$ cat src/rtl/scan_sel_gen.sv
// Registered 8-channel scan sequencer driving a 3-to-8 decoder's select/enable.
// Optional blank cycle before each channel re-entry: define SCAN_BLANK_EN.
module scan_sel_gen #(
    parameter int unsigned DWELL_W = 8
) (
    input  logic               clk,
    input  logic               rst,
    input  logic               start,
    input  logic               stop,
    input  logic [DWELL_W-1:0] dwell,
    input  logic [7:0]         mask,
    output logic [2:0]         sel,
    output logic               en,
    output logic               busy,
    output logic               wrap
);

`ifdef SCAN_BLANK_EN
    typedef enum logic [1:0] {S_IDLE, S_DRIVE, S_BLANK} state_t;
`else
    typedef enum logic [1:0] {S_IDLE, S_DRIVE} state_t;
`endif

    state_t             state_q, state_d;
    logic [DWELL_W-1:0] cnt_q, cnt_d;
    logic [2:0]         sel_d;
    logic               en_d, busy_d, wrap_d;

    logic [2:0] first_ch, next_ch;
    logic       first_found, next_found;
    logic [2:0] idx;

    // Next set bit strictly above sel, wrapping; the 8th probe lands back on sel itself.
    always_comb begin
        first_ch    = '0;
        first_found = 1'b0;
        next_ch     = sel;
        next_found  = 1'b0;
        idx         = '0;
        for (int unsigned i = 0; i < 8; i++) begin
            if (!first_found && mask[i[2:0]]) begin
                first_found = 1'b1;
                first_ch    = i[2:0];
            end
        end
        for (int unsigned i = 1; i <= 8; i++) begin
            idx = sel + i[2:0];
            if (!next_found && mask[idx]) begin
                next_found = 1'b1;
                next_ch    = idx;
            end
        end
    end

    always_comb begin
        state_d = state_q;
        cnt_d   = cnt_q;
        sel_d   = sel;
        en_d    = en;
        wrap_d  = 1'b0;
        case (state_q)
            S_IDLE: begin
                if (start && first_found) begin
                    state_d = S_DRIVE;
                    sel_d   = first_ch;
                    cnt_d   = dwell;
                    en_d    = 1'b1;
                end
            end
            S_DRIVE: begin
                if (cnt_q != '0) begin
                    cnt_d = cnt_q - {{(DWELL_W-1){1'b0}}, 1'b1};
                end else if (!next_found) begin
                    state_d = S_IDLE;
                    en_d    = 1'b0;
                end else begin
                    sel_d  = next_ch;
                    cnt_d  = dwell;
                    wrap_d = (next_ch <= sel);
`ifdef SCAN_BLANK_EN
                    state_d = S_BLANK;
                    en_d    = 1'b0;
`endif
                end
            end
`ifdef SCAN_BLANK_EN
            S_BLANK: begin
                state_d = S_DRIVE;
                en_d    = 1'b1;
            end
`endif
            default: begin
                state_d = S_IDLE;
                en_d    = 1'b0;
            end
        endcase
        if (stop) begin
            state_d = S_IDLE;
            sel_d   = sel;
            en_d    = 1'b0;
            wrap_d  = 1'b0;
        end
        busy_d = (state_d != S_IDLE);
    end

    always_ff @(posedge clk or posedge rst) begin
        if (rst) begin
            state_q <= S_IDLE;
            cnt_q   <= '0;
            sel     <= '0;
            en      <= 1'b0;
            busy    <= 1'b0;
            wrap    <= 1'b0;
        end else begin
            state_q <= state_d;
            cnt_q   <= cnt_d;
            sel     <= sel_d;
            en      <= en_d;
            busy    <= busy_d;
            wrap    <= wrap_d;
        end
    end

endmodule

$ cat config.mk
export PLATFORM = sky130hd
export DESIGN_NAME = scan_sel_gen
export DESIGN_NICKNAME = d
export VERILOG_FILES = /design/src/rtl/scan_sel_gen.sv
export SDC_FILE = /design/constraint.sdc
export NUM_CORES = 1
export LEC_CHECK = 0
export ABC_AREA = 1
export CAP_MARGIN = 20
export CELL_PAD_IN_SITES_DETAIL_PLACEMENT = 0
export CELL_PAD_IN_SITES_GLOBAL_PLACEMENT = 1
export CORE_ASPECT_RATIO = 1.4
export CORE_MARGIN = 5
export CORE_UTILIZATION = 39
export CTS_CLUSTER_DIAMETER = 100
export DETAILED_ROUTE_END_ITERATION = 10
export PLACE_DENSITY = 0.83
export SLEW_MARGIN = 20
export SYNTH_ARGS = -nofsm -noshare
export SYNTH_HDL_FRONTEND = slang
export SYNTH_SLANG_ARGS = --single-unit
$ cat constraint.sdc
create_clock -name clk -period 3.8 [get_ports clk]
set_clock_uncertainty 0.2 [all_clocks]
set_input_delay 0.38 -clock clk [delete_from_list [all_inputs] [get_ports clk]]
set_output_delay 0.38 -clock clk [all_outputs]
set_load 0.005 [all_outputs]
==> results_dict.tcl, run 1 <==
set metrics [dict create \
    routedWlPerCell_um 12.7 \
    yosysWarnings 0 \
    antenna_found_initial 0 \
    power_leakage_nw 1.03 \
    synth_ff_type "dfrtp_1" \
    placement.io_buffers 25 \
    critPathKind "reg2reg" \
    yosys_register_bits 16 \
    cts.clk_slew.worst_paths_ns 0.06 \
    htree_levels 1 \
    routed_wl_mm 4.61 \
    avgSynthCellArea_um2 6.57 \
    fin_crit_ns 3.23 \
    outcome "finished, final reports clean" \
    vias 1783 \
    hp-class "in2async" \
    cts_inserted_buffers 3 \
    globalplace.congestion 0.878 \
    grt_max_degree 17 \
    cp.required_ns 3.75 \
    powerDensity_nw_per_um2 462 \
    cts_setup_buffers 0 \
    cp_max_fo 7 \
    synthTopCellsByArea "dfrtp_1 (22%), nand2_1 (18%), nand3_1 (7.7%)" \
    io_pins 26 \
    seq_area_um2 400 \
    wl_met3_um 112 \
    wl_met1_mm 1.82 \
    cts_tree "yes" \
    max_freq_mhz 310 \
    dieHeight_um 90.8 \
    area_growth_pct 18.4 \
    worst_ir_drop_vdd_v 0.000236 \
    tns_ns 0 \
    critPathMaxStageDelay_ns 0.37 \
    syn-cell-area_um2 1820 \
    clock_sinks 16 \
    clock_path_buffers 2 \
    drive_gt1_share_pct 12.3 \
    place_ws_ns 0.553 \
    diodes 0 \
    grt_pass1_wl_mm 7.89 \
    start_util_pct 40.1 \
    syn_inst 277 \
    hold_viol_final 0 \
    worstPathArrival_ns 3.18 \
    syn_nets 304 \
    drtAntennaViolNets 0 \
    yosysSeqAreaShare_pct 22.0 \
    fp.dieW_um 67.7 \
    nets 330 \
    crit_path_frequent_cell "inv_1" \
    async_reset_ff_share_pct 100 \
    top_layer_used "met4" \
    root_buffer "clkbuf_8" \
    synth-edff-count 0 \
    fin_crit_sh_pct 84.9 \
    slowest_stage "dfrtp_1" \
    synth.largest_area_cell "dfrtp_1" \
    ys_top_cells_by_count "nand2_1 (88), nand3_1 (28), inv_1 (27)" \
    rows 29 \
    finalSetupViolations 0 \
    finalWorstSetupSlack_ns 0.573 \
    vias_per_cell 4.91 \
    grtUsageTotal_pct 16.5 \
    path_cells "inv_1 -> ha_1 -> inv_1 -> nand3_1 -> nand3_2 -> nand2_4 -> nor2_4 -> nand4_1 -> nor2_1 -> inv_1 -> nand2_1 -> nand2_1 -> nand2_1 -> inv_1 -> ha_1 -> a21oi_1 -> a32oi_1 -> nor4_1" \
    multi_input_area_um2 1240 \
    grt_overflow_total 0 \
    drv_cap 0 \
    synth_most_common_cell "nand2_1" \
    critPathCaptureType "flip-flop" \
    grt_pass1_vias 1781 \
    place_hpwl_mm 3.92 \
    slew_headroom_pct 57.9 \
    synth.distinct_cells 40 \
    holdBufCountCts 0 \
    dr_wl_met2_mm 2.56 \
    drv_slew 0 \
    worstMarginPinSlew_ns 0.630 \
    insertion_delay_ns 0.25 \
    synth_top_area_share_pct 22.0 \
    dieArea_um2 6150 \
    rsz0062_at_grt "no" \
    drt_iter0_drc 98 \
    worstSetupStartpointType "flip-flop" \
    fillers 467 \
    drt-pass1-iter-count 6 \
    ctsResizeCount 0 \
    core-area_um2 4540 \
    drc 0 \
]
==> registers in the layout (all words and copies together), names as in the netlist <==
| register | flops |
|---|---|
| state_q | 2 |
| en | 1 |
| busy | 1 |
| wrap | 1 |
| cnt_q | 8 |
| sel | 3 |
==> per-stage QoR <==
| step | util [%] | area [um^2] | hold WS [ns] | std cells | total power [mW] |
|---|---|---|---|---|---|
| 2_1_floorplan | - | 1820 | 0.0937 | 277 | 0.722 |
| 3_3_place_gp | 46.6 | 2110 | 0.319 | 360 | 0.870 |
| 3_5_place_dp | 46.6 | 2110 | 0.330 | 360 | 0.874 |
| 4_1_cts | 47.5 | 2150 | 0.332 | 363 | 1.00 |
| 5_1_grt | 47.5 | 2150 | 0.362 | 363 | 1.10 |
| 6_report | 47.5 | 2150 | 0.307 | 363 | 0.996 |
==> cell type report <==
type                            instances  area share, %
Tap cell                               62           3.60
Inverter                               34           6.04
Timing Repair Buffer                   27           12.3
Sequential cell                        16           18.6
Multi-Input combinational cell        221           57.5
Clock buffer                            3           1.92
==> path summary, 6_finish.rpt <==
kind	to	cells past startpoint	slack [ns]	startpoint
max	wrap	18	0.57	sel[1]
min	en	2	0.31	rst
max reg2reg	wrap	18	0.57	sel[1]
min reg2reg	en	2	0.33	en
max in group asynchronous	cnt_q[2]	2	2.68	rst
min in group clk	en	2	0.33	en
==> cells in the final DEF, fill, tap and decap left out, types with 2 or more instances in the layout <==
| master | netlist | layout |
|---|---|---|
| nand3b_1 | 3 | 3 |
| ha_1 | 7 | 7 |
| nand3_2 | 3 | 3 |
| a21oi_1 | 7 | 7 |
| nand2_1 | 88 | 88 |
| nor4_1 | 2 | 2 |
| o21a_1 | 2 | 2 |
| inv_1 | 27 | 27 |
| inv_2 | 5 | 5 |
| xnor2_1 | 2 | 2 |
| xor2_1 | 6 | 6 |
| clkdlybuf4s50_1 | 0 | 25 |
| clkbuf_8 | 0 | 3 |
| o21ai_0 | 12 | 12 |
| nand3_1 | 28 | 28 |
| nand4_1 | 6 | 6 |
| nor2_1 | 18 | 18 |
| nand2_2 | 13 | 13 |
| a31oi_1 | 3 | 3 |
| o211ai_1 | 4 | 4 |
| dfrtp_1 | 16 | 16 |
| buf_4 | 1 | 2 |
| nand2_4 | 3 | 3 |
==> worst max-delay path, delay by kind of cell, from the launching register on <==
kind                       cells  cell delay (ns)
and+or+nand+nor               10             1.16
adders and majority gates      2             0.66
buffers and inverters          4             0.52
DFF                            1             0.37
AOI/OAI and AO/OA              2             0.22
==> report_power, final <==
group	internal [mW]	leakage [nW]	switching, mW
sequential	0.194	0.201	0.0231
clock	0.0703	0.0216	0.0563
combinational	0.236	0.811	0.416
==> layer usage <==
| metal | GRT usage [%] | up-vias |
|---|---|---|
| met5 | 0 | - |
| met4 | 6.26 | 0 |
| met3 | 0.747 | 9 |
| met2 | 31.5 | 29 |
| met1 | 18.0 | 791 |
| li1 | - | 954 |
==> logic make-up after synthesis <==
group	count (synthesis)	share of synthesized area, %
buffers and inverters	40	9.90
other	1	0.206
and+or+nand+nor	168	45.4
muxes	1	0.619
xor gates and xnor gates	9	5.36
AOI/OAI and AO/OA	35	11.8
adders and majority gates	7	4.81
DFF	16	22.0
Power figures use the tool's default switching activity.
==> run 2: changes to the inputs <==
Settings changed: CORE_UTILIZATION 39 to 35, PLACE_DENSITY 0.83 to 0.79.
Clock period 3.8 ns to 2.9 ns, I/O delays scaled along.
==> results_dict.tcl, run 2 (synthesized netlist as in run 1, its figures left out) <==
set metrics [dict create \
    clock_sinks 16 \
    dieArea_um2 6760 \
    grt_pass1_wl_mm 8.01 \
    startpoint "sel[1]" \
    worstMarginPinSlew_ns 0.637 \
    seq_area_um2 402 \
    worst_ir_drop_vdd_v 0.000372 \
    worstPathArrival_ns 2.70 \
    antenna_found_initial 0 \
    finalSetupViolations 0 \
    rsz0062_at_grt "yes" \
    core-area_um2 5120 \
    globalplace.congestion 0.893 \
    clock_path_buffers 2 \
    drv_slew 0 \
    hp-class "in2async" \
    diodes 0 \
    drtAntennaViolNets 0 \
    place_ws_ns -0.0217 \
    multi_input_area_um2 1350 \
    grtUsageTotal_pct 14.7 \
    area_growth_pct 35.9 \
    insertion_delay_ns 0.26 \
    holdBufCountCts 0 \
    cp_max_fo 6 \
    fin_crit_sh_pct 95.3 \
    fin_crit_ns 2.76 \
    cts_tree "yes" \
    rows 31 \
    cts.clk_slew.worst_paths_ns 0.07 \
    layout_common_cells "nand2_1 (81), clkdlybuf4s50_1 (25), buf_4 (25), inv_1 (24), nand3_1 (22)" \
    fillers 559 \
    drv_cap 0 \
    top_register "cnt_q" \
    whs_ns 0.212 \
    place_hpwl_mm 4.05 \
    slew_headroom_pct 57.5 \
    start_util_pct 35.6 \
    routedWlPerCell_um 12.5 \
    p_total_mw 1.59 \
    htree_levels 1 \
    placement.io_buffers 25 \
    io_pins 26 \
    top_regs "cnt_q x8, sel x3, state_q x2" \
    cts_inserted_buffers 3 \
    dieHeight_um 95.3 \
    stdcell_area_um2 2470 \
    outcome "finished, final reports clean" \
    hold_viol_final 0 \
    largest_reg_flops 8 \
    timing.rr.start "sel[1]" \
    grt_overflow_total 0 \
    fp.dieW_um 71.0 \
    vias_per_cell 4.83 \
    drt-pass1-iter-count 4 \
    tns_ns 0 \
    grt_pass1_vias 1797 \
    drc 0 \
    drive_gt1_share_pct 26.1 \
    root_buffer "clkbuf_8" \
    finalWorstSetupSlack_ns 0.137 \
    nets 354 \
    grt_max_degree 17 \
    vias 1894 \
    worstSetupStartpointType "flip-flop" \
    powerDensity_nw_per_um2 644 \
    drt_iter0_drc 64 \
    power_leakage_nw 1.18 \
    placed_area_um2 2290 \
    max_freq_mhz 362 \
    final_common_cell "nand2_1" \
    cp.required_ns 2.84 \
    routed_wl_mm 4.90 \
    critPathKind "reg2reg" \
    critPathCaptureType "flip-flop" \
]
run 2: repair_timing:
action,CTS,global route
resized for setup,0,25
buffers inserted,0,3
setup endpoints to repair,0,1
run 2: path summary, 6_finish.rpt:
kind	to	depth (start not counted)	slack [ns]
setup reg to reg	wrap	18	0.14
min in group clk	en	2	0.34
setup / recovery	wrap	18	0.14
hold / removal	en	2	0.21
hold reg to reg	en	2	0.34
max in group asynchronous	sel[2]	2	1.84
run 2: through the flow:
step	utilization, %	std cells
after floorplan	-	277
after global placement	44.7	385
after detailed placement	44.7	385
after CTS	45.8	389
after global routing	48.3	392
final	48.3	392
run 2: cell type report:
type	instances	share of cell area (%)
clock buffers	4	2.22
well taps	66	3.34
flip-flops and latches	16	16.2
repair buffers	51	18.1
inverters	34	5.46
multi-input cells	221	54.6
run 2: critical path, stage by stage (launching register included):
cell and delay (ns):
dfrtp_1 0.40, inv_2 0.07, ha_4 0.29, inv_6 0.09
nand3_1 0.09, nand2_2 0.11, nand2_2 0.08, nand2_4 0.09
nand3_4 0.10, nor2_8 0.14, nand4_4 0.13, nand2_1 0.09
inv_1 0.04, nand2_1 0.09, nand2_2 0.07, ha_4 0.26
nand3b_1 0.07, a32oi_1 0.16, nor4_1 0.06
run 2: power breakdown:
group          internal, mW  switching, mW  leakage (nW)
clock network         0.121         0.0871        0.0288
registers             0.254         0.0320         0.199
logic                 0.480          0.620         0.952
run 2: routing by layer:
layer / vias to the layer above / part of all wire [%] / global-route usage, %
li1: 1000 / - / -
met5: - / 0 / 0
met2: 26 / 57 / 30.7
met1: 862 / 39 / 15.2
met4: 0 / 1.3 / 3.76
met3: 6 / 2.3 / 1.27
==> run 3: changes to the inputs <==
Settings changed: CELL_PAD_IN_SITES_DETAIL_PLACEMENT 0 to 1, CELL_PAD_IN_SITES_GLOBAL_PLACEMENT 1 to 2, CORE_UTILIZATION 35 to 27, GPL_ROUTABILITY_DRIVEN from default to 1, PLACE_DENSITY 0.79 to 0.78.
==> results_dict.tcl, run 3 (synthesized netlist as in run 1, its figures left out) <==
set metrics [dict create \
    max_freq_mhz 353 \
    critPathCaptureType "flip-flop" \
    globalplace.congestion 0.790 \
    vias 2012 \
    stdcell_area_um2 2610 \
    dp_cells 403 \
    placed_area_um2 2370 \
    rsz0062_at_grt "yes" \
    core-area_um2 6570 \
    routed_wl_mm 5.71 \
    top_regs "cnt_q x8, sel x3, state_q x2" \
    insertion_delay_ns 0.26 \
    dieArea_um2 8510 \
    cts.clk_slew.worst_paths_ns 0.07 \
    clock_sinks 16 \
    switchingPower_uw 767 \
    p_total_mw 1.69 \
    worstPathArrival_ns 2.79 \
    p_int_uw 923 \
    power_frac_comb_pct 70.7 \
    rows 35 \
    placement.io_buffers 25 \
    area_growth_pct 43.4 \
    grt_overflow_total 0 \
    swShare_pct 45.4 \
    final_common_cell "nand2_1" \
    drive_gt1_share_pct 31.0 \
    layout_common_cells "nand2_1 (83), buf_4 (41), clkdlybuf4s50_1 (25), inv_1 (23), nand3_1 (21)" \
    routedWlPerCell_um 13.7 \
    fp.dieW_um 79.4 \
    cts_tree "yes" \
    whs_ns 0.224 \
    drtAntennaViolNets 0 \
    hp-class "in2async" \
    htree_levels 1 \
    utilization_pct 39.7 \
    root_buffer "clkbuf_8" \
    drv_slew 0 \
    grt_pass1_vias 2045 \
    cts_inserted_buffers 3 \
    hold_viol_final 0 \
    critPathKind "reg2reg" \
    drt_iter0_drc 53 \
    clock_path_buffers 2 \
    antenna_found_initial 0 \
    cp_max_fo 6 \
    diodes 0 \
    fin_crit_sh_pct 97.6 \
    drv_cap 0 \
    io_pins 26 \
    fin_crit_ns 2.83 \
    clkPwrFrac_pct 12.3 \
    grt_max_degree 17 \
    grtUsageTotal_pct 13.9 \
    power_frac_seq_pct 17.0 \
    slew_headroom_pct 54.9 \
    finalSetupViolations 0 \
    instances_no_fill 416 \
    worstMarginPinSlew_ns 0.675 \
    power_leakage_nw 1.26 \
    top_register "cnt_q" \
    outcome "finished, final reports clean" \
    worstSetupStartpointType "flip-flop" \
    drt-pass1-iter-count 4 \
    vias_per_cell 4.84 \
    dieHeight_um 107 \
    largest_reg_flops 8 \
    worst_ir_drop_vdd_v 0.000300 \
    cp.required_ns 2.86 \
    grt_pass1_wl_mm 9.38 \
    powerDensity_nw_per_um2 648 \
    drc 0 \
    start_util_pct 27.7 \
    nets 370 \
    place_hpwl_mm 4.71 \
]
## run 3: cell type report
class | instances | area, um^2
tap | 74 | 92.6
timing repair buffer | 67 | 569
multi-input combinational | 221 | 1360
inverter | 34 | 135
sequential | 16 | 402
clock buffer | 4 | 55.1
fill | 846 | 3960
## run 3: metal layers
layer	share of wire, %	vias to the layer above	global-route usage (%)
met2	57	19	27.5
met1	39	950	14.9
met5	0	-	0
met3	1.6	8	0.756
met4	2.6	0	5.53
li1	-	1035	-
## run 3: worst max-delay path: stages (launching register included)
cell and delay (ns):
dfrtp_1 0.40, inv_2 0.07, ha_4 0.29, inv_6 0.09, nand3_2 0.10, nand2_4 0.10, nand2_2 0.08, nand2_4 0.10
nand3_4 0.09, nor2_8 0.15, nand4_4 0.11, nand2_2 0.09, inv_1 0.04, nand2_1 0.06, nand2_2 0.06, inv_2 0.07
ha_4 0.20, a21oi_2 0.12, a32oi_1 0.06, nor4_1 0.25
## run 3: power by group through the flow
stage | Sequential (mW) | Clock, mW | Combinational [mW]
global route | 0.292 | 0.225 | 1.34
floorplan | 0.282 | 0 | 0.678
global placement | 0.291 | 0 | 1.02
finish | 0.287 | 0.208 | 1.20
detailed placement | 0.291 | 0 | 1.03
CTS | 0.287 | 0.213 | 1.04
## run 3: final timing paths
path | from | cells past startpoint | endpoint | slack [ns]
min in group clk | en | 2 | en | 0.33
max reg2reg | sel[1] | 19 | wrap | 0.07
min reg2reg | en | 2 | en | 0.33
min | rst | 2 | cnt_q[0] | 0.22
max | sel[1] | 19 | wrap | 0.07
max in group asynchronous | rst | 2 | sel[2] | 1.80
## run 3: what timing repair did
item | 4_1_cts | 5_1_grt
cloned | 0 | 0
hold buffers | 0 | 0
buffers inserted | 1 | 8
pin swaps | 1 | 16
endpoints found under the setup margin | 1 | 1
resized for setup | 2 | 28
## run 3: stage by stage
| stage | setup TNS (ns) | setup WS [ns] |
|---|---|---|
| after floorplan | 0 | 0.0752 |
| after global placement | -0.152 | -0.152 |
| after detailed placement | -0.213 | -0.213 |
| after CTS | 0 | 0.0180 |
| after global routing | -0.133 | -0.133 |
| final | 0 | 0.0697 |
